`src/rtl/spi_frame_controller_if.sv`:
```
// Byte-stream, RX FIFO and TX source signals of spi_frame_controller.
// The controller uses the slave modport; its driver uses master.
interface spi_frame_controller_if;
    logic       spi_cycle_done;
    logic [7:0] spi_byte_in;
    logic [7:0] spi_byte_out;
    logic [7:0] rx_data;
    logic       rx_valid;
    logic       rx_ready;
    logic [7:0] tx_data;
    logic       tx_valid;
    logic       tx_ready;
    logic [2:0] state;
    logic       frame_done;
    logic       frame_error;

    modport master (
        output spi_cycle_done, spi_byte_in, rx_ready,
        output tx_data, tx_valid,
        input  spi_byte_out, rx_data, rx_valid, tx_ready,
        input  state, frame_done, frame_error
    );

    modport slave (
        input  spi_cycle_done, spi_byte_in, rx_ready,
        input  tx_data, tx_valid,
        output spi_byte_out, rx_data, rx_valid, tx_ready,
        output state, frame_done, frame_error
    );
endinterface

```
`src/rtl/spi_frame_controller.sv`:
```
// SPI frame decoder: command, big-endian length, then ECHO/WRITE/READ data.
// Optional inter-byte abort timer enabled by macro SPI_FRAME_TIMEOUT_EN.
module spi_frame_controller #(
    parameter int unsigned SIZE_BYTES     = 3,
    parameter int unsigned RX_DEPTH       = 16,
    parameter int unsigned TIMEOUT_CYCLES = 65535
) (
    input logic clk,
    input logic rst,
    spi_frame_controller_if.slave bus
);
    localparam int LW = 8 * SIZE_BYTES;
    localparam int AW = $clog2(RX_DEPTH);
    localparam int CW = AW + 1;

    typedef enum logic [2:0] {
        IDLE  = 3'd0,
        SIZE  = 3'd1,
        WRITE = 3'd2,
        READ  = 3'd3,
        ECHO  = 3'd4
    } state_e;

    state_e          state_q;
    state_e          mode_q;
    logic [LW-1:0]   length_q;
    logic [2:0]      bcnt_q;
    logic [7:0]      byte_out_q;
    logic            tx_ready_q;
    logic            done_q;
    logic            err_q;
    logic            ovf_q;
    logic            unf_q;

    logic [7:0]      mem [RX_DEPTH];
    logic [AW-1:0]   wr_ptr_q;
    logic [AW-1:0]   rd_ptr_q;
    logic [CW-1:0]   count_q;
    logic [CW-1:0]   count_d;

    logic            full;
    logic            pop;
    logic            wr_byte;
    logic            rd_byte;
    logic            push;
    logic            drop;
    logic            byte_err;
    logic            state_ok;
    logic [LW-1:0]   len_shift;

`ifdef SPI_FRAME_TIMEOUT_EN
    localparam int TW = $clog2(TIMEOUT_CYCLES + 1);
    logic [TW-1:0]   to_q;
`endif

    assign full     = count_q == CW'(RX_DEPTH);
    assign pop      = (count_q != '0) && bus.rx_ready;
    assign wr_byte  = bus.spi_cycle_done && state_q == WRITE;
    assign rd_byte  = bus.spi_cycle_done && state_q == READ;
    // A pop on the same edge frees the slot the push needs.
    assign push     = wr_byte && (!full || pop);
    assign drop     = wr_byte && full && !pop;
    assign byte_err = drop || (rd_byte && !bus.tx_valid);
    assign len_shift = (length_q << 8) | LW'(bus.spi_byte_in);
    assign state_ok = state_q inside {IDLE, SIZE, WRITE, READ, ECHO};

    always_comb begin
        count_d = count_q + CW'(push) - CW'(pop);
    end

    always_ff @(posedge clk) begin
        if (rst) begin
            wr_ptr_q <= '0;
            rd_ptr_q <= '0;
            count_q  <= '0;
        end else begin
            if (push) wr_ptr_q <= wr_ptr_q + 1'b1;
            if (pop)  rd_ptr_q <= rd_ptr_q + 1'b1;
            count_q <= count_d;
        end
    end

    always_ff @(posedge clk) begin
        if (push) mem[wr_ptr_q] <= bus.spi_byte_in;
    end

    always_ff @(posedge clk) begin
        if (rst) begin
            state_q    <= IDLE;
            mode_q     <= IDLE;
            length_q   <= '0;
            bcnt_q     <= '0;
            byte_out_q <= 8'h00;
            tx_ready_q <= 1'b0;
            done_q     <= 1'b0;
            err_q      <= 1'b0;
            ovf_q      <= 1'b0;
            unf_q      <= 1'b0;
`ifdef SPI_FRAME_TIMEOUT_EN
            to_q       <= '0;
`endif
        end else begin
            tx_ready_q <= 1'b0;
            done_q     <= 1'b0;
            err_q      <= 1'b0;
`ifdef SPI_FRAME_TIMEOUT_EN
            if (bus.spi_cycle_done || state_q == IDLE)
                to_q <= '0;
            else
                to_q <= to_q + 1'b1;
`endif
            if (!state_ok) begin
                state_q <= IDLE;
            end else if (bus.spi_cycle_done) begin
                case (state_q)
                    IDLE: begin
                        byte_out_q <= 8'h00;
                        ovf_q      <= 1'b0;
                        unf_q      <= 1'b0;
                        length_q   <= '0;
                        bcnt_q     <= '0;
                        case (bus.spi_byte_in)
                            8'h01: begin
                                mode_q  <= ECHO;
                                state_q <= SIZE;
                            end
                            8'h02: begin
                                mode_q  <= WRITE;
                                state_q <= SIZE;
                            end
                            8'h03: begin
                                mode_q  <= READ;
                                state_q <= SIZE;
                            end
                            8'h00:   ;
                            default: err_q <= 1'b1;
                        endcase
                    end
                    SIZE: begin
                        length_q <= len_shift;
                        bcnt_q   <= bcnt_q + 1'b1;
                        if (bcnt_q == 3'(SIZE_BYTES - 1)) begin
                            if (len_shift == '0) begin
                                state_q <= IDLE;
                                done_q  <= 1'b1;
                            end else begin
                                state_q <= mode_q;
                            end
                        end
                    end
                    ECHO, WRITE, READ: begin
                        if (state_q == ECHO) begin
                            byte_out_q <= bus.spi_byte_in;
                        end else if (state_q == WRITE) begin
                            byte_out_q <= 8'h00;
                            if (drop) ovf_q <= 1'b1;
                        end else if (bus.tx_valid) begin
                            byte_out_q <= bus.tx_data;
                            tx_ready_q <= 1'b1;
                        end else begin
                            byte_out_q <= 8'h00;
                            unf_q      <= 1'b1;
                        end
                        length_q <= length_q - 1'b1;
                        if (length_q == LW'(1)) begin
                            state_q <= IDLE;
                            done_q  <= 1'b1;
                            err_q   <= ovf_q | unf_q | byte_err;
                            ovf_q   <= 1'b0;
                            unf_q   <= 1'b0;
                        end
                    end
                    default: state_q <= IDLE;
                endcase
            end
`ifdef SPI_FRAME_TIMEOUT_EN
            else if (state_q != IDLE &&
                     to_q == TW'(TIMEOUT_CYCLES - 1)) begin
                state_q    <= IDLE;
                byte_out_q <= 8'h00;
                err_q      <= 1'b1;
                ovf_q      <= 1'b0;
                unf_q      <= 1'b0;
            end
`endif
        end
    end

    assign bus.spi_byte_out = byte_out_q;
    assign bus.rx_data      = mem[rd_ptr_q];
    assign bus.rx_valid     = count_q != '0;
    assign bus.tx_ready     = tx_ready_q;
    assign bus.state        = state_q;
    assign bus.frame_done   = done_q;
    assign bus.frame_error  = err_q;
endmodule

```
`src/flat_wrapper.sv`:
```
// flat-port wrapper written by rule: the top's interface ports become plain ports
module spi_frame_controller_flat 
#(
    parameter int unsigned SIZE_BYTES     = 3,
    parameter int unsigned RX_DEPTH       = 16,
    parameter int unsigned TIMEOUT_CYCLES = 65535
)
  (clk, rst, bus_spi_cycle_done, bus_spi_byte_in, bus_rx_ready, bus_tx_data, bus_tx_valid, bus_spi_byte_out, bus_rx_data, bus_rx_valid, bus_tx_ready, bus_state, bus_frame_done, bus_frame_error);
  spi_frame_controller_if bus_i ();
  input logic clk;
  input logic rst;
  input wire logic [$bits(bus_i.spi_cycle_done)-1:0] bus_spi_cycle_done;
  input wire logic [$bits(bus_i.spi_byte_in)-1:0] bus_spi_byte_in;
  input wire logic [$bits(bus_i.rx_ready)-1:0] bus_rx_ready;
  input wire logic [$bits(bus_i.tx_data)-1:0] bus_tx_data;
  input wire logic [$bits(bus_i.tx_valid)-1:0] bus_tx_valid;
  output wire logic [$bits(bus_i.spi_byte_out)-1:0] bus_spi_byte_out;
  output wire logic [$bits(bus_i.rx_data)-1:0] bus_rx_data;
  output wire logic [$bits(bus_i.rx_valid)-1:0] bus_rx_valid;
  output wire logic [$bits(bus_i.tx_ready)-1:0] bus_tx_ready;
  output wire logic [$bits(bus_i.state)-1:0] bus_state;
  output wire logic [$bits(bus_i.frame_done)-1:0] bus_frame_done;
  output wire logic [$bits(bus_i.frame_error)-1:0] bus_frame_error;
  assign bus_i.spi_cycle_done = bus_spi_cycle_done;
  assign bus_i.spi_byte_in = bus_spi_byte_in;
  assign bus_i.rx_ready = bus_rx_ready;
  assign bus_i.tx_data = bus_tx_data;
  assign bus_i.tx_valid = bus_tx_valid;
  assign bus_spi_byte_out = bus_i.spi_byte_out;
  assign bus_rx_data = bus_i.rx_data;
  assign bus_rx_valid = bus_i.rx_valid;
  assign bus_tx_ready = bus_i.tx_ready;
  assign bus_state = bus_i.state;
  assign bus_frame_done = bus_i.frame_done;
  assign bus_frame_error = bus_i.frame_error;
  spi_frame_controller #(.SIZE_BYTES(SIZE_BYTES), .RX_DEPTH(RX_DEPTH), .TIMEOUT_CYCLES(TIMEOUT_CYCLES)) u_core (.clk(clk), .rst(rst), .bus(bus_i));
endmodule
```
`config.mk`:
```
export PLATFORM = sky130hd
export DESIGN_NAME = spi_frame_controller_flat
export DESIGN_NICKNAME = d
export VERILOG_FILES = /design/src/rtl/spi_frame_controller_if.sv /design/src/rtl/spi_frame_controller.sv /design/src/flat_wrapper.sv
export SDC_FILE = /design/constraint.sdc
export NUM_CORES = 1
export LEC_CHECK = 0
export ABC_CLOCK_PERIOD_IN_PS = 3750
export BUFFER_PORTS_ARGS = -buffer_cell sky130_fd_sc_hd__buf_2
export CAP_MARGIN = 25
export CORE_MARGIN = 2
export CORE_UTILIZATION = 55
export DETAILED_ROUTE_END_ITERATION = 8
export PLACE_DENSITY = 0.85
export RECOVER_POWER = 25
export SKIP_CTS_REPAIR_TIMING = 1
export SYNTH_ARGS = -nofsm -noshare
export SYNTH_HDL_FRONTEND = slang
export SYNTH_SLANG_ARGS = --single-unit
```
`constraint.sdc`:
```
create_clock -name clk -period 3.75 [get_ports clk]
set_clock_uncertainty 0.15 [all_clocks]
set_input_delay 0.75 -clock clk [delete_from_list [all_inputs] [get_ports clk]]
set_output_delay 0.75 -clock clk [all_outputs]
set_load 0.03 [all_outputs]
```
==> metrics.yaml <==
hold_class: "flop to flop"
die_x_um: 127
wl_per_cell_um: 21.6
post-route-drc-count: 0
p_int_mw: 3.81
grt_pass1_wl_um: 29100
p_seq_share_pct: 45.3
crit_chain: "buf_4 > mux4_2 > mux4_2 > buf_2"
status: "finished clean"
fp-row-count: 44
comb_power_share_pct: 19.6
p_sw_share_pct: 27.4
routed_wl_um: 18400
areaGrowthSynthToFinish_pct: 12.6
worst-path-buf-inv: 2
yosysMostFrequentCell: "edfxtp_1"
yosysSeqAreaShare_pct: 61.5
synth_flop_cell: "edfxtp_1"
cp-end-kind: "output port"
h-tree-depth: 4
cp_max_fo: 12
slew_violations: 0
cts_buffer_depth: 2
setup_violations: 0
io_pins: 44
start_kind: "flop"
synth_seq_cells: 191
placed_area_um2: 8730
worst_path_most_repeated_cell: "mux4_2"
routed_via_density: 6.45
place_congestion: 0.921
clk_pin_slew_worst_paths_ns: 0.07
async_flop_share_pct: 0
core_um2: 14600
die_area_um2: 16100
cts_tree: "built"
drt_iter0_drc: 669
grt_pass1_vias: 5453
worstPathRequired_ns: 2.85
regArea_um2: 5110
synth_top_area_cell: "edfxtp_1"
yosys.cell_types.count: 64
cap_violations: 0
grt_max_degree: 49
worst_hold_slack_ns: 0.317
dp.cells: 818
finalCriticalPeriod_ns: 3.42
instances_no_fill: 851
syn_avg_cell_area_um2: 13.6
cp_slowest_cell: "dfxtp_2"
start_util_pct: 56.7
worstSetupPathType: "flop to output port"
port_buffers: 43
clockPowerShare_pct: 35.2
p_per_area_nw_per_um2: 561
critical-path-top-delay-family: "multiplexers"
fillers: 1024
yosysTopAreaCellShare_pct: 46.3
switching_power_mw: 1.44
drt-pass1-iter-count: 8
yosysWarnings: 0
design_area_um2: 9350
num_antenna_cells: 0
vias: 5487
rrSetupSlack_ns: 0.51
crit_arrival_ns: 2.52
die_height_um: 127
syn_inst: 612
final_nets: 692
hold_viol: 0
antenna_found_initial: 0
ant_nets: 0
fmax_ghz: 0.292
yosys-top-cells-count: "edfxtp_1, nor2_1, dfxtp_1"
ir_drop_mv: 0.427
rsz0062_at_grt: "false"
numCtsBuffers: 17
root_buffer: "clkbuf_16"
synthTopCellsByArea: "edfxtp_1, dfxtp_1, mux4_2"
insertion_delay_ns: 0.42
synth_edf_count: 128
multiInputGateArea_um2: 2970
finalSetupTns_ns: 0
p_leak_nw: 3.27
grt.total_usage_pct: 23.6
overflow: 0
drive_gt1_share_pct: 20.7
fin_crit_sh_pct: 91.2
syn_area_um2: 8300
final_util_pct: 63.8
synth_nets: 650
max_slew_margin_pct: 31.9
slowest_delay_ns: 0.62
dp_hpwl_um: 12100
worst_slew_pin_slew_ns: 1.02
cts.sinks: 191
-- registers in the layout (all words and copies together) (netlist names), 3 cells and up, named ones only --
register	flops
u_core.mode_q	3
u_core.count_q	5
u_core.rd_ptr_q	4
u_core.bus.state	3
u_core.wr_ptr_q	4
u_core.bcnt_q	3
u_core.length_q	24
u_core.mem	128
u_core.bus.spi_byte_out	8
-- power groups by stage --
stage	logic, mW	clock network [mW]	registers [mW]
detailed placement	1.03	0	2.42
global route	1.12	1.95	2.39
CTS	1.04	1.87	2.37
floorplan	0.790	0	2.38
global placement	1.00	0	2.41
finish	1.03	1.84	2.37
-- routing by layer --
metal  up-vias  routed length (µm)  GRT usage [%]
met5         -                   0              0
met4         0                 419           9.05
met3        41                1450           4.43
met2       296                9210           38.9
met1      2714                7340           31.5
li1       2436                   -              -
-- cells by family after synthesis --
group / Yosys count / share of synthesized area [%]
DFF: 191 / 61.5
muxes: 48 / 11.8
AOI/OAI and AO/OA: 92 / 8.01
xor gates and xnor gates: 19 / 2.01
buffers and inverters: 58 / 2.76
and+or+nand+nor: 187 / 11.2
adders and majority gates: 17 / 2.65
-- layout make-up --
type / count / area share, %
clock buffers: 17 / 4.55
inverters: 21 / 0.843
flip-flops and latches: 191 / 54.6
clock inverters: 15 / 2.03
well taps: 184 / 2.46
repair buffers: 60 / 3.71
multi-input cells: 363 / 31.8
-- per-stage QoR --
step | power [mW] | worst slack [ns]
after global routing | 5.46 | 0.206
after global placement | 3.41 | 0.536
after floorplan | 3.17 | 0.927
final | 5.25 | 0.329
after CTS | 5.28 | 0.286
after detailed placement | 3.46 | 0.448
-- cell usage in the layout (no fill, tap or decap), types with 5 or more instances in the layout --
cell,netlist,final
nor3_1,24,24
ha_1,16,16
mux4_2,40,40
nor4_1,5,5
a221oi_1,13,13
inv_1,21,21
buf_2,9,36
xor2_1,11,11
nor2_1,68,68
mux2i_1,8,8
o21ai_0,12,12
a31oi_1,6,6
buf_4,0,15
a22oi_1,5,5
a21oi_1,15,15
nand4_1,6,6
dfxtp_1,63,62
o211ai_1,6,6
inv_8,0,6
nand2_1,30,30
clkbuf_1,25,7
edfxtp_1,128,128
nand3_1,9,9
xnor2_1,8,8
clkbuf_16,0,17
-- final timing paths --
check,startpoint,endpoint,cells after the start
max reg2reg,u_core.count_q[2]$_SDFF_PP0_,u_core.count_q[4]$_SDFF_PP0_,14
max,flop,bus_rx_data[0],4
min,u_core.mode_q[0]$_SDFFE_PP0P_,u_core.mode_q[0]$_SDFFE_PP0P_,2
min reg2reg,u_core.mode_q[0]$_SDFFE_PP0P_,u_core.mode_q[0]$_SDFFE_PP0P_,2
-- worst min-delay path: cells and delay by family (launching register included) --
kind             cells  cell delay [ns]
AO/OA/AOI/OAI        1             0.05
flip-flops           1             0.32
AND/OR/NAND/NOR      1             0.05
Note: power is estimated with default switching activity, not from simulation.
